File: src/rtl/piso_skid_if.sv
// rtl/piso_skid_if.sv - wide-word input and serial slice output handshake bundle
//
// Purpose: carries both sides of the parallel-in / serial-out converter.
//   Input side : in_valid, data_in[DATA_IN_WIDTH], in_ready
//   Output side: data_out[DATA_OUT_WIDTH], out_valid, out_ready, out_last
// Modports:
//   slave  - the converter (consumes words, produces slices)
//   master - the environment (offers words, consumes slices)

interface piso_skid_if #(
    parameter int DATA_IN_WIDTH  = 64,
    parameter int DATA_OUT_WIDTH = 16
);
    logic                      in_valid;
    logic [DATA_IN_WIDTH-1:0]  data_in;
    logic                      in_ready;
    logic [DATA_OUT_WIDTH-1:0] data_out;
    logic                      out_valid;
    logic                      out_ready;
    logic                      out_last;

    modport slave (
        input  in_valid,
        input  data_in,
        output in_ready,
        output data_out,
        output out_valid,
        input  out_ready,
        output out_last
    );

    modport master (
        output in_valid,
        output data_in,
        input  in_ready,
        input  data_out,
        input  out_valid,
        output out_ready,
        input  out_last
    );
endinterface

File: src/rtl/piso_skid.sv
// rtl/piso_skid.sv - parallel-in serial-out converter with one-word skid buffer
//
// Purpose: accepts DATA_IN_WIDTH-bit words and emits them as DATA_OUT_WIDTH-bit
// slices, least significant slice first. One extra word can be parked while the
// active word is still shifting, so a continuous input stream produces one slice
// per cycle without idle cycles between words.
// Ports:
//   clk   - single clock, rising edge
//   reset - asynchronous, active-high
//   bus   - piso_skid_if.slave (in_valid/data_in/in_ready,
//           data_out/out_valid/out_ready/out_last)

module piso_skid #(
    parameter int DATA_IN_WIDTH  = 64,
    parameter int DATA_OUT_WIDTH = 16
) (
    input  logic        clk,
    input  logic        reset,
    piso_skid_if.slave  bus
);
    localparam int NUM_SLICES = DATA_IN_WIDTH / DATA_OUT_WIDTH;
    localparam int CNT_W      = $clog2(NUM_SLICES) + 1;

    localparam logic [1:0] ST_EMPTY      = 2'd0;
    localparam logic [1:0] ST_SHIFT      = 2'd1;
    localparam logic [1:0] ST_SHIFT_PEND = 2'd2;

    logic [1:0]               state_q;
    logic [DATA_IN_WIDTH-1:0] shift_q;
    logic [DATA_IN_WIDTH-1:0] pend_q;
    logic                     pend_valid_q;
    logic [CNT_W-1:0]         cnt_q;

    logic in_hs;
    logic out_hs;
    logic is_last;
    logic last_hs;

    // Handshake outputs depend on registered state only; out_ready never
    // reaches in_ready combinationally.
    assign bus.in_ready  = (state_q != ST_SHIFT_PEND);
    assign bus.out_valid = (state_q != ST_EMPTY);
    assign bus.data_out  = shift_q[DATA_OUT_WIDTH-1:0];

    assign is_last      = (cnt_q == CNT_W'(NUM_SLICES - 1));
    assign bus.out_last = bus.out_valid & is_last;

    assign in_hs   = bus.in_valid  & bus.in_ready;
    assign out_hs  = bus.out_valid & bus.out_ready;
    assign last_hs = out_hs & is_last;

    always_ff @(posedge clk or posedge reset) begin
        if (reset) begin
            state_q      <= ST_EMPTY;
            shift_q      <= '0;
            pend_q       <= '0;
            pend_valid_q <= 1'b0;
            cnt_q        <= '0;
        end else begin
            case (state_q)
                ST_EMPTY: begin
                    if (in_hs) begin
                        shift_q <= bus.data_in;
                        cnt_q   <= '0;
                        state_q <= ST_SHIFT;
                    end
                end

                ST_SHIFT: begin
                    if (last_hs) begin
                        cnt_q <= '0;
                        if (in_hs) begin
                            // New word replaces the finishing one directly: no bubble.
                            shift_q <= bus.data_in;
                        end else begin
                            state_q <= ST_EMPTY;
                        end
                    end else begin
                        if (out_hs) begin
                            shift_q <= shift_q >> DATA_OUT_WIDTH;
                            cnt_q   <= cnt_q + CNT_W'(1);
                        end
                        if (in_hs) begin
                            pend_q       <= bus.data_in;
                            pend_valid_q <= 1'b1;
                            state_q      <= ST_SHIFT_PEND;
                        end
                    end
                end

                ST_SHIFT_PEND: begin
                    if (last_hs && pend_valid_q) begin
                        shift_q      <= pend_q;
                        cnt_q        <= '0;
                        pend_valid_q <= 1'b0;
                        state_q      <= ST_SHIFT;
                    end else if (out_hs) begin
                        shift_q <= shift_q >> DATA_OUT_WIDTH;
                        cnt_q   <= cnt_q + CNT_W'(1);
                    end
                end

                default: begin
                    state_q      <= ST_EMPTY;
                    pend_valid_q <= 1'b0;
                    cnt_q        <= '0;
                end
            endcase
        end
    end
endmodule

File: src/flat_wrapper.sv
// flat-port wrapper written by rule: the top's interface ports become plain ports
module piso_skid_flat 
#(
    parameter int DATA_IN_WIDTH  = 64,
    parameter int DATA_OUT_WIDTH = 16
)
  (clk, reset, bus_in_valid, bus_data_in, bus_in_ready, bus_data_out, bus_out_valid, bus_out_ready, bus_out_last);
  piso_skid_if #(.DATA_IN_WIDTH(DATA_IN_WIDTH), .DATA_OUT_WIDTH(DATA_OUT_WIDTH)) bus_i ();
  input  logic clk;
  input  logic reset;
  input wire logic [$bits(bus_i.in_valid)-1:0] bus_in_valid;
  input wire logic [$bits(bus_i.data_in)-1:0] bus_data_in;
  output wire logic [$bits(bus_i.in_ready)-1:0] bus_in_ready;
  output wire logic [$bits(bus_i.data_out)-1:0] bus_data_out;
  output wire logic [$bits(bus_i.out_valid)-1:0] bus_out_valid;
  input wire logic [$bits(bus_i.out_ready)-1:0] bus_out_ready;
  output wire logic [$bits(bus_i.out_last)-1:0] bus_out_last;
  assign bus_i.in_valid = bus_in_valid;
  assign bus_i.data_in = bus_data_in;
  assign bus_in_ready = bus_i.in_ready;
  assign bus_data_out = bus_i.data_out;
  assign bus_out_valid = bus_i.out_valid;
  assign bus_i.out_ready = bus_out_ready;
  assign bus_out_last = bus_i.out_last;
  piso_skid #(.DATA_IN_WIDTH(DATA_IN_WIDTH), .DATA_OUT_WIDTH(DATA_OUT_WIDTH)) u_core (.clk(clk), .reset(reset), .bus(bus_i));
endmodule
File: config.mk
export PLATFORM = sky130hd
export DESIGN_NAME = piso_skid_flat
export DESIGN_NICKNAME = d
export VERILOG_FILES = /design/src/rtl/piso_skid_if.sv /design/src/rtl/piso_skid.sv /design/src/flat_wrapper.sv
export SDC_FILE = /design/constraint.sdc
export NUM_CORES = 1
export LEC_CHECK = 0
export BUFFER_PORTS_ARGS = -buffer_cell sky130_fd_sc_hd__buf_2
export CAP_MARGIN = 20
export CORE_ASPECT_RATIO = 0.8
export CORE_MARGIN = 4
export CORE_UTILIZATION = 35
export CTS_CLUSTER_SIZE = 10
export DETAILED_ROUTE_END_ITERATION = 7
export PLACE_DENSITY = 0.66
export SYNTH_ARGS = -nofsm -noshare
export SYNTH_HDL_FRONTEND = slang
export SYNTH_SLANG_ARGS = --single-unit
File: constraint.sdc
create_clock -name clk -period 3.9 [get_ports clk]
set_input_delay 0.39 -clock clk [delete_from_list [all_inputs] [get_ports clk]]
set_output_delay 0.39 -clock clk [all_outputs]
set_load 0.01 [all_outputs]
==> run summary <==
The via count normalized by instance count is around 5.6. Among all flip-flop cells after synthesis, the most frequent one is dfrtp_1. The path class of the tightest hold or removal check is in -> async.

The worst slew margin relative to its limit is a little over a third. The flow ran to the end, and the final reports show no timing, DRC or antenna violations. The area of the die came out at around 23,000 µm². Setup violations remaining at the end of the flow were counted as 0. Among cell families on the critical path, the largest total delay comes from simple AND/OR/NAND/NOR gates. The area of combinational cells with multiple inputs is 3333 µm². The floorplan row count came out at 46. The post-route antenna net violation count came out at 0. The share of total power dissipated in the clock network is a little under a quarter. The number of hold-repair buffers added at the cts stage is 0. The final instance area came out at roughly 8300 µm². The wire-length estimate of the detail-placed layout is between 10 and 15 mm. Setup repair after global routing left no endpoint under its margin. The switching power summed over all nets is 2.574 mW. Based on the critical path, the design can be clocked at up to a little under 0.4 GHz.

The synthesis-to-layout area growth is 15.82%. The synthesized netlist devotes under 10% of its cell area to adder and majority cells. The compound-cell area share of the yosys netlist came out at 15.10%. For the worst-skew pair, the clock arrives at the later sink with an insertion delay of about 0.41 ns. The async set or reset register ratio after synthesis is 100.0%. Max-cap violations in this run came to 0.

The share of synthesized area spent on multiplexers came out at a little over a fifth. The area of the placeable core came out at 19,910 µm². Of the total power, the share spent switching nets is a little under two fifths.

Summed over all cells, the static leakage comes to ~3.7 nW. For the pin with the worst max-slew slack, the measured transition is about 0.95 ns. The number of top-level pins came out at 87. The count of buffering cells on the critical path with inverters included is 1.

The area of the mapped netlist came out at around 7000 µm². The power share of the sequential group came out at roughly a third. For this run, the number of Yosys warnings is 0. TritonCTS built the clock tree. When the netlist entered floorplanning its net count stood at between 600 and 700. The share of the synthesized area in the top cell type came out at a little under half.

The register-to-register setup slack is approximately 1.3 ns. In the layout the commonest cells are dfrtp_1 (134), nand3_1 (94), buf_2 (86), a22oi_1 (64), mux2_4 (60). The number of global-route vias before repair is ~5,400. The area occupied by registers came out at between 3000 and 4000 µm². The pre-antenna-repair detailed-routing pass consisted of 5 iterations.

The aggregate global routing overflow came out at 0. The number of vias in the routed layout came out at about 5,200. The cell area after placement came out at 7675 µm². The antenna diode count is 0. The unique cell type count in the Yosys netlist came out at 40. The worst setup path is launched from a register. Across the routed clock network, the largest skew measured is between 0.01 and 0.015 ns. The floorplan step set the die width to 167.6 µm. In this run the critical register-to-register path is launched from u_core.cnt_q[0].

The number of buffers created by CTS is 17. The net count reported at finish is between 700 and 800. The first global-routing pass estimated 30.49 mm of wire. The share of cells above drive strength 1 came out at between 30% and 40%.

The final period utilization came out at 65.56%. The pin count of the biggest net entering global routing came out at between 100 and 150. The starting utilization of the core area came out at between 30% and 40%.

Internal power comes to roughly 4.3 mW. Counting stages on the worst path, the most repeated cell is ha_1. The library cell contributing the largest single delay on the critical path is or3_4. The critical path class is reg -> reg. The power density over cell area is 828.4 nW/µm². The simple logic cell fraction of the synthesized area came out at 8.680%. The biggest area contributor in the post-synthesis netlist is dfrtp_1. The path depth of the worst reg2reg path came out at 6.

The routed length per instance is 19.99 µm. The number of antenna violations at the first check in global routing was 1. The power share of the combinational group is approximately two fifths. The count of clock tree sinks came out at ~130. The total routed wirelength came out at about 19 mm. Walking the worst path, the cells encountered are ha_1, ha_1, and3b_1, or3_4, buf_4, mux2_4. The post-synthesis cell count came out at between 600 and 700. Gates resized during post-CTS repair numbered 0. The total of buffers placed on input and output ports is 86. The highest ir drop seen on vdd came out at between 0.3 and 0.4 mV. The synthesized area divided by synthesized cell count came out at 11.64 µm². The number of buffers between clock root and the deepest sink came out at 2. Measured along the y axis, the die boundary spans 135.7 µm.

The shortest clock period the worst path allows after layout came out at 2.557 ns. The post-CTS clock slew at the launch and capture registers of the worst setup and hold paths came out at approximately 0.06 ns. The main combinational cell family by area after synthesis is multiplexers. The part of the Yosys area used for sequential elements is a little under half. STA classifies the critical path endpoint as a register. The number of synthesized flops with an enable pin is 0. The layout filler cell count is 1,894. The root buffer cell is clkbuf_16. The data required time of the critical path came out at between 4 and 5 ns. Yosys attributes the largest share of cell area to dfrtp_1 (47%), mux2_4 (13%), mux2_2 (8.4%). The final weighted congestion in routability-driven placement is 0.7733. In this run the critical register-to-register path is captured at u_core.pend_q[29]. The global routing usage summed across all routing layers came out at ~17%. The number of H-tree levels is 4. The final count of hold timing violations is 0. The final total negative setup slack is 0 ns. In the routed design, unresolved DRC markers number 0. After synthesis the netlist holds a flip-flop and latch count of 134. The largest fanout of any net on the critical path came out at 34. The number of pins with negative max-slew slack in the final report came out at 0. The xor and xnor fraction of the mapped netlist area is 0%. The library cell used most frequently in the layout, excluding fill and tap cells, is dfrtp_1. The total setup buffers inserted after CTS came out at 0. The number of violations reported at the end of detailed-routing iteration 0 is approximately 450.

The data arrival time of the critical path came out at between 2 and 3 ns. The largest stage delay on the critical path came out at around 0.67 ns.
[tightest hold or removal path, stage by stage]
cell and delay [ns]:
buf_2 0.11, clkinvlp_4 0.07, buf_12 0.47
[per-stage QoR]
stage	std cells	utilization, %	power, mW	hold slack (ns)	setup WS (ns)
6_report	941	41.50	6.846	0.1453	1.343
3_5_place_dp	909	38.54	5.244	0.4933	1.379
3_3_place_gp	909	38.54	5.157	0.4916	1.419
4_1_cts	941	41.50	6.857	0.2039	1.361
5_1_grt	941	41.50	7.263	0.2094	1.200
2_1_floorplan	613	-	4.586	0.4729	1.825
[cell families (layout without fill, tap and decap cells)]
group / Yosys count / in the layout
and+or+nand+nor: 119 / 119
AOI/OAI and AO/OA: 146 / 146
DFF: 134 / 134
buffers and inverters: 93 / 157
adders and majority gates: 7 / 7
muxes: 114 / 114
[how the worst max path moves through the flow]
| stage | from | depth (start not counted) | end | slack [ns] |
|---|---|---|---|---|
| global placement | u_core.cnt_q[0] | 6 | u_core.pend_q[44] | 1.42 |
| detailed placement | u_core.cnt_q[0] | 6 | u_core.pend_q[30] | 1.38 |
| floorplan | u_core.cnt_q[0] | 7 | u_core.pend_q[0] | 1.82 |
| finish | u_core.cnt_q[0] | 6 | u_core.pend_q[29] | 1.34 |
| CTS | u_core.cnt_q[0] | 6 | u_core.pend_q[37] | 1.36 |
| global route | u_core.state_q[1] | 7 | u_core.shift_q[19] | 1.20 |
[routing by layer]
layer,vias to the layer above,routed length (µm),global-route usage (%)
met3,19,1095,3.238
met1,2656,9484,25.62
met4,2,175,4.552
met5,-,7,0
li1,2379,-,-
met2,175,8047,24.23
[final cells by class]
class                   count  share of cell area, %
clock inverters            10                  1.151
inverters                  25                  1.181
multi-input cells         386                  40.33
repair buffers            100                  6.783
well taps                 264                  3.997
clock buffers              22                  5.980
flip-flops and latches    134                  40.58
[Yosys cell counts (all sizes together), types with 2 or more instances]
library cell	number
and2	2
nor2	7
nand2b	4
inv	25
dfrtp	134
o32ai	3
buf	43
a22o	3
o211ai	47
nand4b	2
nand3	94
nand2	3
o21ai	17
nor2b	2
a22oi	65
a21oi	2
ha	7
mux2	113
clkbuf	25
o21a	2
[sequential cells by signal (all words and copies together), names as in the netlist]
signal	cells
u_core.pend_q	64
u_core.shift_q	64
u_core.cnt_q	3
u_core.state_q	2
u_core.pend_valid_q	1
[power by group through the flow]
stage | Combinational, mW | Clock, mW | Sequential [mW]
global placement | 2.76 | 0 | 2.39
floorplan | 2.32 | 0 | 2.26
global route | 3.11 | 1.68 | 2.48
detailed placement | 2.84 | 0 | 2.41
CTS | 2.85 | 1.61 | 2.40
finish | 2.84 | 1.59 | 2.42
Note: power is estimated with default switching activity, not from simulation.
